### config.mk
export PLATFORM = sky130hd
export DESIGN_NAME = uart_status_tx
export DESIGN_NICKNAME = d
export VERILOG_FILES = /design/src/rtl/uart_pkg.sv /design/src/rtl/uart_tx_byte.sv /design/src/rtl/uart_status_tx.sv
export SDC_FILE = /design/constraint.sdc
export NUM_CORES = 1
export LEC_CHECK = 0
export ABC_AREA = 0
export ABC_CLOCK_PERIOD_IN_PS = 4000
export BUFFER_PORTS_ARGS = -buffer_cell sky130_fd_sc_hd__buf_4
export CELL_PAD_IN_SITES_DETAIL_PLACEMENT = 0
export CELL_PAD_IN_SITES_GLOBAL_PLACEMENT = 1
export CORE_ASPECT_RATIO = 1.25
export CORE_MARGIN = 2
export CORE_UTILIZATION = 51
export CTS_BUF_LIST = sky130_fd_sc_hd__clkbuf_4 sky130_fd_sc_hd__clkbuf_8
export CTS_CLUSTER_SIZE = 10
export DETAILED_ROUTE_END_ITERATION = 8
export MAX_ROUTING_LAYER = met4
export PLACE_DENSITY_LB_ADDON = 0.1
export SYNTH_ARGS = -nofsm -noshare
export SYNTH_HDL_FRONTEND = slang
export SYNTH_SLANG_ARGS = --single-unit
### constraint.sdc
create_clock -name Pclk -period 4 [get_ports Pclk]
set_input_delay 0.6 -clock Pclk [delete_from_list [all_inputs] [get_ports Pclk]]
set_output_delay 0.6 -clock Pclk [all_outputs]
set_load 0.02 [all_outputs]
### src/rtl/uart_pkg.sv
`default_nettype none
// ============================================================================
// Module   : uart_pkg
// Purpose  : Shared definitions for the UART blocks: serialiser FSM states,
//            status-packet header byte, packet length and packet checksum.
// Ports    : none (package)
// Revision : 1.0  initial release
// ============================================================================
package uart_pkg;

    // Bit-level 8N1 framing states.
    typedef enum logic [1:0] {
        TX_IDLE  = 2'd0,
        TX_START = 2'd1,
        TX_DATA  = 2'd2,
        TX_STOP  = 2'd3
    } tx_fsm_e;

    // First byte of every status packet; the host resynchronises on it.
    localparam logic [7:0] PKT_HEADER = 8'hA5;

    // Header, state, hp, checksum.
    localparam int PKT_BYTES = 4;

    // XOR checksum over the three payload-carrying bytes.
    function automatic logic [7:0] pkt_checksum(
        input logic [7:0] hdr,
        input logic [7:0] b1,
        input logic [7:0] b2
    );
        return hdr ^ b1 ^ b2;
    endfunction

endpackage
`default_nettype wire

### src/rtl/uart_tx_byte.sv
`default_nettype none
// ============================================================================
// Module   : uart_tx_byte
// Purpose  : Bit-level 8N1 serialiser. One start bit, eight data bits LSB
//            first, one stop bit, each held CLKS_PER_BIT cycles.
// Ports    : Pclk    - clock, rising edge
//            RESET   - synchronous active-high reset
//            load    - start a byte (accepted in IDLE, or in the last cycle
//                      of a stop bit for gap-free back-to-back bytes)
//            data    - byte to send, sampled when load is accepted
//            TX      - registered serial output, idle high
//            tx_done - high during the final cycle of the stop bit
// Revision : 1.0  initial release
// ============================================================================
module uart_tx_byte
    import uart_pkg::*;
#(
    parameter int CLKS_PER_BIT = 2604
) (
    input  logic       Pclk,
    input  logic       RESET,
    input  logic       load,
    input  logic [7:0] data,
    output logic       TX,
    output logic       tx_done
);

    localparam int                  c_cnt_w     = $clog2(CLKS_PER_BIT);
    localparam logic [c_cnt_w-1:0]  c_baud_last = c_cnt_w'(CLKS_PER_BIT - 1);
    localparam logic [c_cnt_w-1:0]  c_baud_one  = c_cnt_w'(1);

    tx_fsm_e              r_fsm_q,   w_fsm_d;
    logic [c_cnt_w-1:0]   r_baud_q,  w_baud_d;
    logic [2:0]           r_bit_q,   w_bit_d;
    logic [7:0]           r_shift_q, w_shift_d;
    logic                 r_tx_q,    w_tx_d;
    logic                 w_last;

    assign w_last  = (r_baud_q == c_baud_last);
    assign TX      = r_tx_q;
    // Decoded from registered state so the sequencer can issue the next load
    // in the same cycle and the next start bit follows with no idle gap.
    assign tx_done = (r_fsm_q == TX_STOP) && w_last;

    always_comb begin
        w_fsm_d   = r_fsm_q;
        w_baud_d  = r_baud_q;
        w_bit_d   = r_bit_q;
        w_shift_d = r_shift_q;
        w_tx_d    = r_tx_q;

        case (r_fsm_q)
            TX_IDLE: begin
                w_baud_d = '0;
                if (load) begin
                    w_fsm_d   = TX_START;
                    w_shift_d = data;
                    w_bit_d   = '0;
                    w_tx_d    = 1'b0;
                end
            end

            TX_START: begin
                if (w_last) begin
                    w_baud_d = '0;
                    w_fsm_d  = TX_DATA;
                    w_bit_d  = '0;
                    w_tx_d   = r_shift_q[0];
                end else begin
                    w_baud_d = r_baud_q + c_baud_one;
                end
            end

            TX_DATA: begin
                if (w_last) begin
                    w_baud_d  = '0;
                    w_shift_d = {1'b0, r_shift_q[7:1]};
                    if (r_bit_q == 3'd7) begin
                        w_fsm_d = TX_STOP;
                        w_tx_d  = 1'b1;
                    end else begin
                        w_bit_d = r_bit_q + 3'd1;
                        // Next bit is the one about to land in position 0.
                        w_tx_d  = r_shift_q[1];
                    end
                end else begin
                    w_baud_d = r_baud_q + c_baud_one;
                end
            end

            TX_STOP: begin
                if (w_last) begin
                    w_baud_d = '0;
                    if (load) begin
                        w_fsm_d   = TX_START;
                        w_shift_d = data;
                        w_bit_d   = '0;
                        w_tx_d    = 1'b0;
                    end else begin
                        w_fsm_d = TX_IDLE;
                        w_tx_d  = 1'b1;
                    end
                end else begin
                    w_baud_d = r_baud_q + c_baud_one;
                end
            end

            default: begin
                w_fsm_d = TX_IDLE;
                w_tx_d  = 1'b1;
            end
        endcase
    end

    always_ff @(posedge Pclk) begin
        if (RESET) begin
            r_fsm_q   <= TX_IDLE;
            r_baud_q  <= '0;
            r_bit_q   <= '0;
            r_shift_q <= '0;
            r_tx_q    <= 1'b1;
        end else begin
            r_fsm_q   <= w_fsm_d;
            r_baud_q  <= w_baud_d;
            r_bit_q   <= w_bit_d;
            r_shift_q <= w_shift_d;
            r_tx_q    <= w_tx_d;
        end
    end

endmodule
`default_nettype wire

### src/rtl/uart_status_tx.sv
`default_nettype none
// ============================================================================
// Module   : uart_status_tx
// Purpose  : Sends a 4-byte game-status packet (header, state, hp, checksum)
//            as 8N1 UART on TX each time send is accepted.
// Ports    : Pclk  - pixel clock, rising edge
//            RESET - synchronous active-high reset
//            send  - request a packet; ignored while busy and in the done cycle
//            state - 3-bit game state, latched on acceptance
//            hp    - 8-bit player HP, latched on acceptance
//            TX    - serial line, idle high
//            busy  - packet in flight
//            done  - one-cycle pulse after the final stop bit
// Revision : 1.0  initial release
// ============================================================================
module uart_status_tx
    import uart_pkg::*;
#(
    parameter int         CLK_HZ       = 25000000,
    parameter int         BAUD         = 9600,
    parameter int         CLKS_PER_BIT = CLK_HZ / BAUD,
    parameter logic [7:0] HEADER       = PKT_HEADER
) (
    input  logic       Pclk,
    input  logic       RESET,
    input  logic       send,
    input  logic [2:0] state,
    input  logic [7:0] hp,
    output logic       TX,
    output logic       busy,
    output logic       done
);

    localparam logic [1:0] c_last_idx = 2'(PKT_BYTES - 1);

    logic       r_busy_q, w_busy_d;
    logic       r_done_q, w_done_d;
    logic [1:0] r_idx_q,  w_idx_d;
    logic [7:0] r_b1_q,   w_b1_d;
    logic [7:0] r_b2_q,   w_b2_d;
    logic [7:0] r_ck_q,   w_ck_d;

    logic       w_load;
    logic [7:0] w_load_data;
    logic       w_byte_done;
    logic [7:0] w_state_byte;

    assign w_state_byte = {5'b0, state};

    always_comb begin
        w_busy_d    = r_busy_q;
        w_done_d    = 1'b0;
        w_idx_d     = r_idx_q;
        w_b1_d      = r_b1_q;
        w_b2_d      = r_b2_q;
        w_ck_d      = r_ck_q;
        w_load      = 1'b0;
        w_load_data = HEADER;

        if (!r_busy_q) begin
            // The done cycle is not an acceptance slot; the earliest re-send
            // is sampled on the edge after done.
            if (send && !r_done_q) begin
                w_busy_d    = 1'b1;
                w_idx_d     = '0;
                w_b1_d      = w_state_byte;
                w_b2_d      = hp;
                w_ck_d      = pkt_checksum(HEADER, w_state_byte, hp);
                w_load      = 1'b1;
                w_load_data = HEADER;
            end
        end else if (w_byte_done) begin
            if (r_idx_q == c_last_idx) begin
                w_busy_d = 1'b0;
                w_done_d = 1'b1;
                w_idx_d  = '0;
            end else begin
                w_idx_d = r_idx_q + 2'd1;
                w_load  = 1'b1;
                case (r_idx_q)
                    2'd0:    w_load_data = r_b1_q;
                    2'd1:    w_load_data = r_b2_q;
                    default: w_load_data = r_ck_q;
                endcase
            end
        end
    end

    always_ff @(posedge Pclk) begin
        if (RESET) begin
            r_busy_q <= 1'b0;
            r_done_q <= 1'b0;
            r_idx_q  <= '0;
            r_b1_q   <= '0;
            r_b2_q   <= '0;
            r_ck_q   <= '0;
        end else begin
            r_busy_q <= w_busy_d;
            r_done_q <= w_done_d;
            r_idx_q  <= w_idx_d;
            r_b1_q   <= w_b1_d;
            r_b2_q   <= w_b2_d;
            r_ck_q   <= w_ck_d;
        end
    end

    uart_tx_byte #(
        .CLKS_PER_BIT (CLKS_PER_BIT)
    ) u_tx_byte (
        .Pclk    (Pclk),
        .RESET   (RESET),
        .load    (w_load),
        .data    (w_load_data),
        .TX      (TX),
        .tx_done (w_byte_done)
    );

    assign busy = r_busy_q;
    assign done = r_done_q;

endmodule
`default_nettype wire

==> impl_metrics.csv <==
group,metric,value,unit
clocking,hold_buffers,0,
logic_synthesis,synth_top_area_share,0.4116,
critical_path,crit_buf_inv,0,
run_status,status,"finished clean",
final_layout,synthToLayoutAreaGrowth,10.63,%
critical_path,crit_chain,"or4_4 -> or4_4 -> a31oi_4 -> mux2i_1 -> nor2_1",
critical_path,path_class,"flip-flop to flip-flop",
power,p_leak,0.0009183,µW
clocking,cts_setup_buffers,0,
logic_synthesis,synth_xor_area_frac,0.05089,
critical_path,required,4.19,ns
timing,finClkSkew,0.004728,ns
route,drc,0,
logic_synthesis,synth_area_leader_cell,"dfxtp_1",
worst_hold_path,hp-start,"r_b2_q[7]$_SDFFE_PP0P_",
logic_synthesis,seq_area_frac_synth,0.4116,
critical_path,rr_startpoint,"u_tx_byte.r_baud_q[2]$_SDFF_PP0_",
logic_synthesis,ys.warnings.count,0,
critical_path,critPathLaunch,"u_tx_byte.r_baud_q[2]$_SDFF_PP0_",
run,drv_cap,0,
floorplanning,dieArea,0.004936,mm²
global_route,antenna_found_initial,0,
placement,gp_congestion,0.7601,
final_layout,num-nets-final,298,
route,drtAntennaViolNets,0,
placement,dp_hpwl,3.158,mm
logic_synthesis,synth_cells,261,
clocking,cts-buffers-inserted,5,
critical_path,crit_path_end_kind,"flip-flop",
floorplanning,core,0.004164,mm²
logic_synthesis,synth-edff-count,0,
timing,worst_slew_pin_slew,1.012,ns
worst_hold_path,hold_depth,2,
route,avgViaCountPerCell,5.482,
global_route,grt.overflow.total,0,
worst_hold_path,min_to,"r_b2_q[7]$_SDFFE_PP0P_",
timing,setup_tns,0,ns
final_layout,final_util,0.5944,
timing,setup_violations,0,
timing,final.min_clock_period,2.374,ns
critical_path,path_common_cell,"or4_4",
floorplanning,chipWidth,63.24,µm
logic_synthesis,synth_commonest_cells,"dfxtp_1 (46), nand2_1 (40), nor2_1 (32)",
route,drt_iter0_markers,82,
critical_path,r2r_slack,1.63,ns
floorplanning,rows,26,
critical_path,startpoint_type,"flip-flop",
critical_path,reg2regPathDepth,5,
final_layout,diodes,0,
logic_synthesis,synth_area,0.002237,mm²
timing,fmax,0.4212,GHz
global_route,grt_first_pass_wirelength,7.783,mm
logic_synthesis,yosysUniqueCellTypes,44,
final_layout,drive_above_1_share,0.1277,
clocking,cts.sinks,46,
route,first_pass_iters,4,
global_route,grt_max_degree,37,
global_route,grt_usage,0.2034,
clocking,clockRootBuffer,"clkbuf_8",
route,via_count,1809,
timing,slew_headroom,0.3231,
logic_synthesis,synth.most_common_cell,"dfxtp_1",
critical_path,slowest_delay,0.60,ns
logic_synthesis,synth_area_per_cell,8.571,µm²
logic_synthesis,yosys-top-cells-area,"dfxtp_1 (41%), nand2_1 (6.7%), ha_1 (6.2%)",
logic_synthesis,ys.flop_type,"dfxtp_1",
critical_path,critPathTopFamily,"simple AND/OR/NAND/NOR gates",
timing,rsz0062_at_grt,"false",
logic_synthesis,synth-compound-area-share,0.1767,
timing,slew_violations,0,
power,irDropWorstVdd,272.1,µV
clocking,clk_pin_slew_worst_paths,0.09,ns
floorplanning,start_util,0.5373,
logic_synthesis,syn_nets,286,
logic_synthesis,async_flop_share,0,
floorplanning,ios,17,
logic_synthesis,yosys-mux-area-fraction,0.02237,
logic_synthesis,synth_top_family_by_area,"simple AND/OR/NAND/NOR gates",
clocking,cts_tree,"done",
clocking,cts_resized,0,
critical_path,cp_slowest_cell,"or4_4",
floorplanning,die_h,78.05,µm
route,drt-wirelength-per-cell,13.69,µm
critical_path,rr_endpoint,"u_tx_byte.r_shift_q[2]$_SDFFE_PP0P_",
global_route,grt_pass1_vias,1704,
route,wirelength,4.518,mm
critical_path,cp_max_fo,12,
placement,portBuffers,16,
logic_synthesis,synthAdderAreaFrac,0.06152,
timing,timing.final.crit_share,0.5935,
logic_synthesis,synthSimpleGateAreaFrac,0.2349,
clocking,clk_path_buf_depth,2,
power,powerDensity,508.2,mW/mm²
clocking,htree_levels,2,
logic_synthesis,synth_seq_cells,46,
clocking,clock_latency,0.30,ns
timing,hold_viol,0,
critical_path,cp.arrival,2.56,ns
worst_hold_path,hold_class,"flip-flop to flip-flop",
-- power breakdown --
| part | total, µW | switching [µW] | internal (µW) |
|---|---|---|---|
| logic | 386 | 227 | 159 |
| registers | 566 | 43.4 | 523 |
| clock network | 305 | 159 | 146 |
-- worst max path at each step --
stage,slack [ns],cells after the start,endpoint
final,1.63,5,u_tx_byte.r_shift_q[2]$_SDFFE_PP0P_
after detailed placement,1.50,5,u_tx_byte.r_shift_q[4]$_SDFFE_PP0P_
after floorplan,1.81,7,u_tx_byte.r_shift_q[0]$_SDFFE_PP0P_
after global placement,1.52,5,u_tx_byte.r_shift_q[5]$_SDFFE_PP0P_
after global routing,1.52,4,u_tx_byte.r_shift_q[3]$_SDFFE_PP0P_
after CTS,1.64,5,u_tx_byte.r_shift_q[2]$_SDFFE_PP0P_
-- per-layer routing --
metal / vias to the layer above / track usage / part of all wire
li1: 933 / - / -
met1: 843 / 0.2395 / 0.44
met2: 24 / 0.3447 / 0.51
met3: 9 / 0.03868 / 0.027
met4: 0 / 0.07826 / 0.019
met5: - / - / 0
-- sequential cells by signal, indices dropped and copies added, names as in the netlist, 2 cells and up --
register,cells
r_b1_q,3
r_b2_q,8
r_ck_q,5
r_idx_q,2
u_tx_byte.r_baud_q,12
u_tx_byte.r_bit_q,3
u_tx_byte.r_fsm_q,2
u_tx_byte.r_shift_q,8
-- placed cells by master, fill, tap and decap left out, types with 2 or more instances in the layout --
master    netlist  routed
clkbuf_8        0       6
a22oi_1         2       2
nand2_1        40      40
nor3_1          4       4
and3_1          7       7
a211oi_1        4       4
a31oi_4         2       2
buf_4           0      17
dfxtp_1        46      46
xor2_1          5       5
nand3b_1        2       2
a41oi_1         2       2
or4_4           2       2
a21oi_1        24      24
mux2i_1         5       5
a22o_1          3       3
nor4_1          2       2
nand2b_1        2       2
or3_1           2       2
inv_1           9       9
nand3_1         7       7
a311oi_1        2       2
nor3b_1         3       2
ha_1           11      11
nor2_1         32      32
xnor2_1         8       8
o21ai_0         3       3
a31oi_1         5       5
-- logic make-up (layout without fill, tap and decap cells) --
family                   Yosys count  count (layout)
AND/OR/NAND/NOR                  110             110
AO/OA/AOI/OAI                     55              55
flip-flops                        46              46
buffers and inverters             21              34
XOR/XNOR                          13              13
adder cells (fa/ha/maj)           11              11
multiplexers                       5               5
-- per-stage QoR --
step / hold slack, ns / setup WS, ns / cells / total power, µW / instance area, µm²
floorplan: 0.4263 / 1.815 / 261 / 882.6 / 2237
global placement: 0.4401 / 1.519 / 322 / 955.7 / 2380
detailed placement: 0.4464 / 1.503 / 322 / 963.3 / 2380
CTS: 0.4588 / 1.643 / 330 / 1268 / 2475
global route: 0.4681 / 1.518 / 330 / 1341 / 2475
finish: 0.4590 / 1.626 / 330 / 1258 / 2475
-- worst min-delay path, cell delays in order, from the launching register on --
cell     delay, ns
dfxtp_1       0.32
nand2_1       0.05
a21oi_1       0.05
-- final cells by class --
type                    instances  area (µm²)
fillers                       426        1689
multi-input cells             194        1227
flip-flops and latches         46       920.9
repair buffers                 17       127.6
clock buffers                   7       90.09
well taps                      56       70.07
inverters                       9       33.78
clock inverters                 1       5.005
No activity file was read; power rests on OpenSTA's default activity.
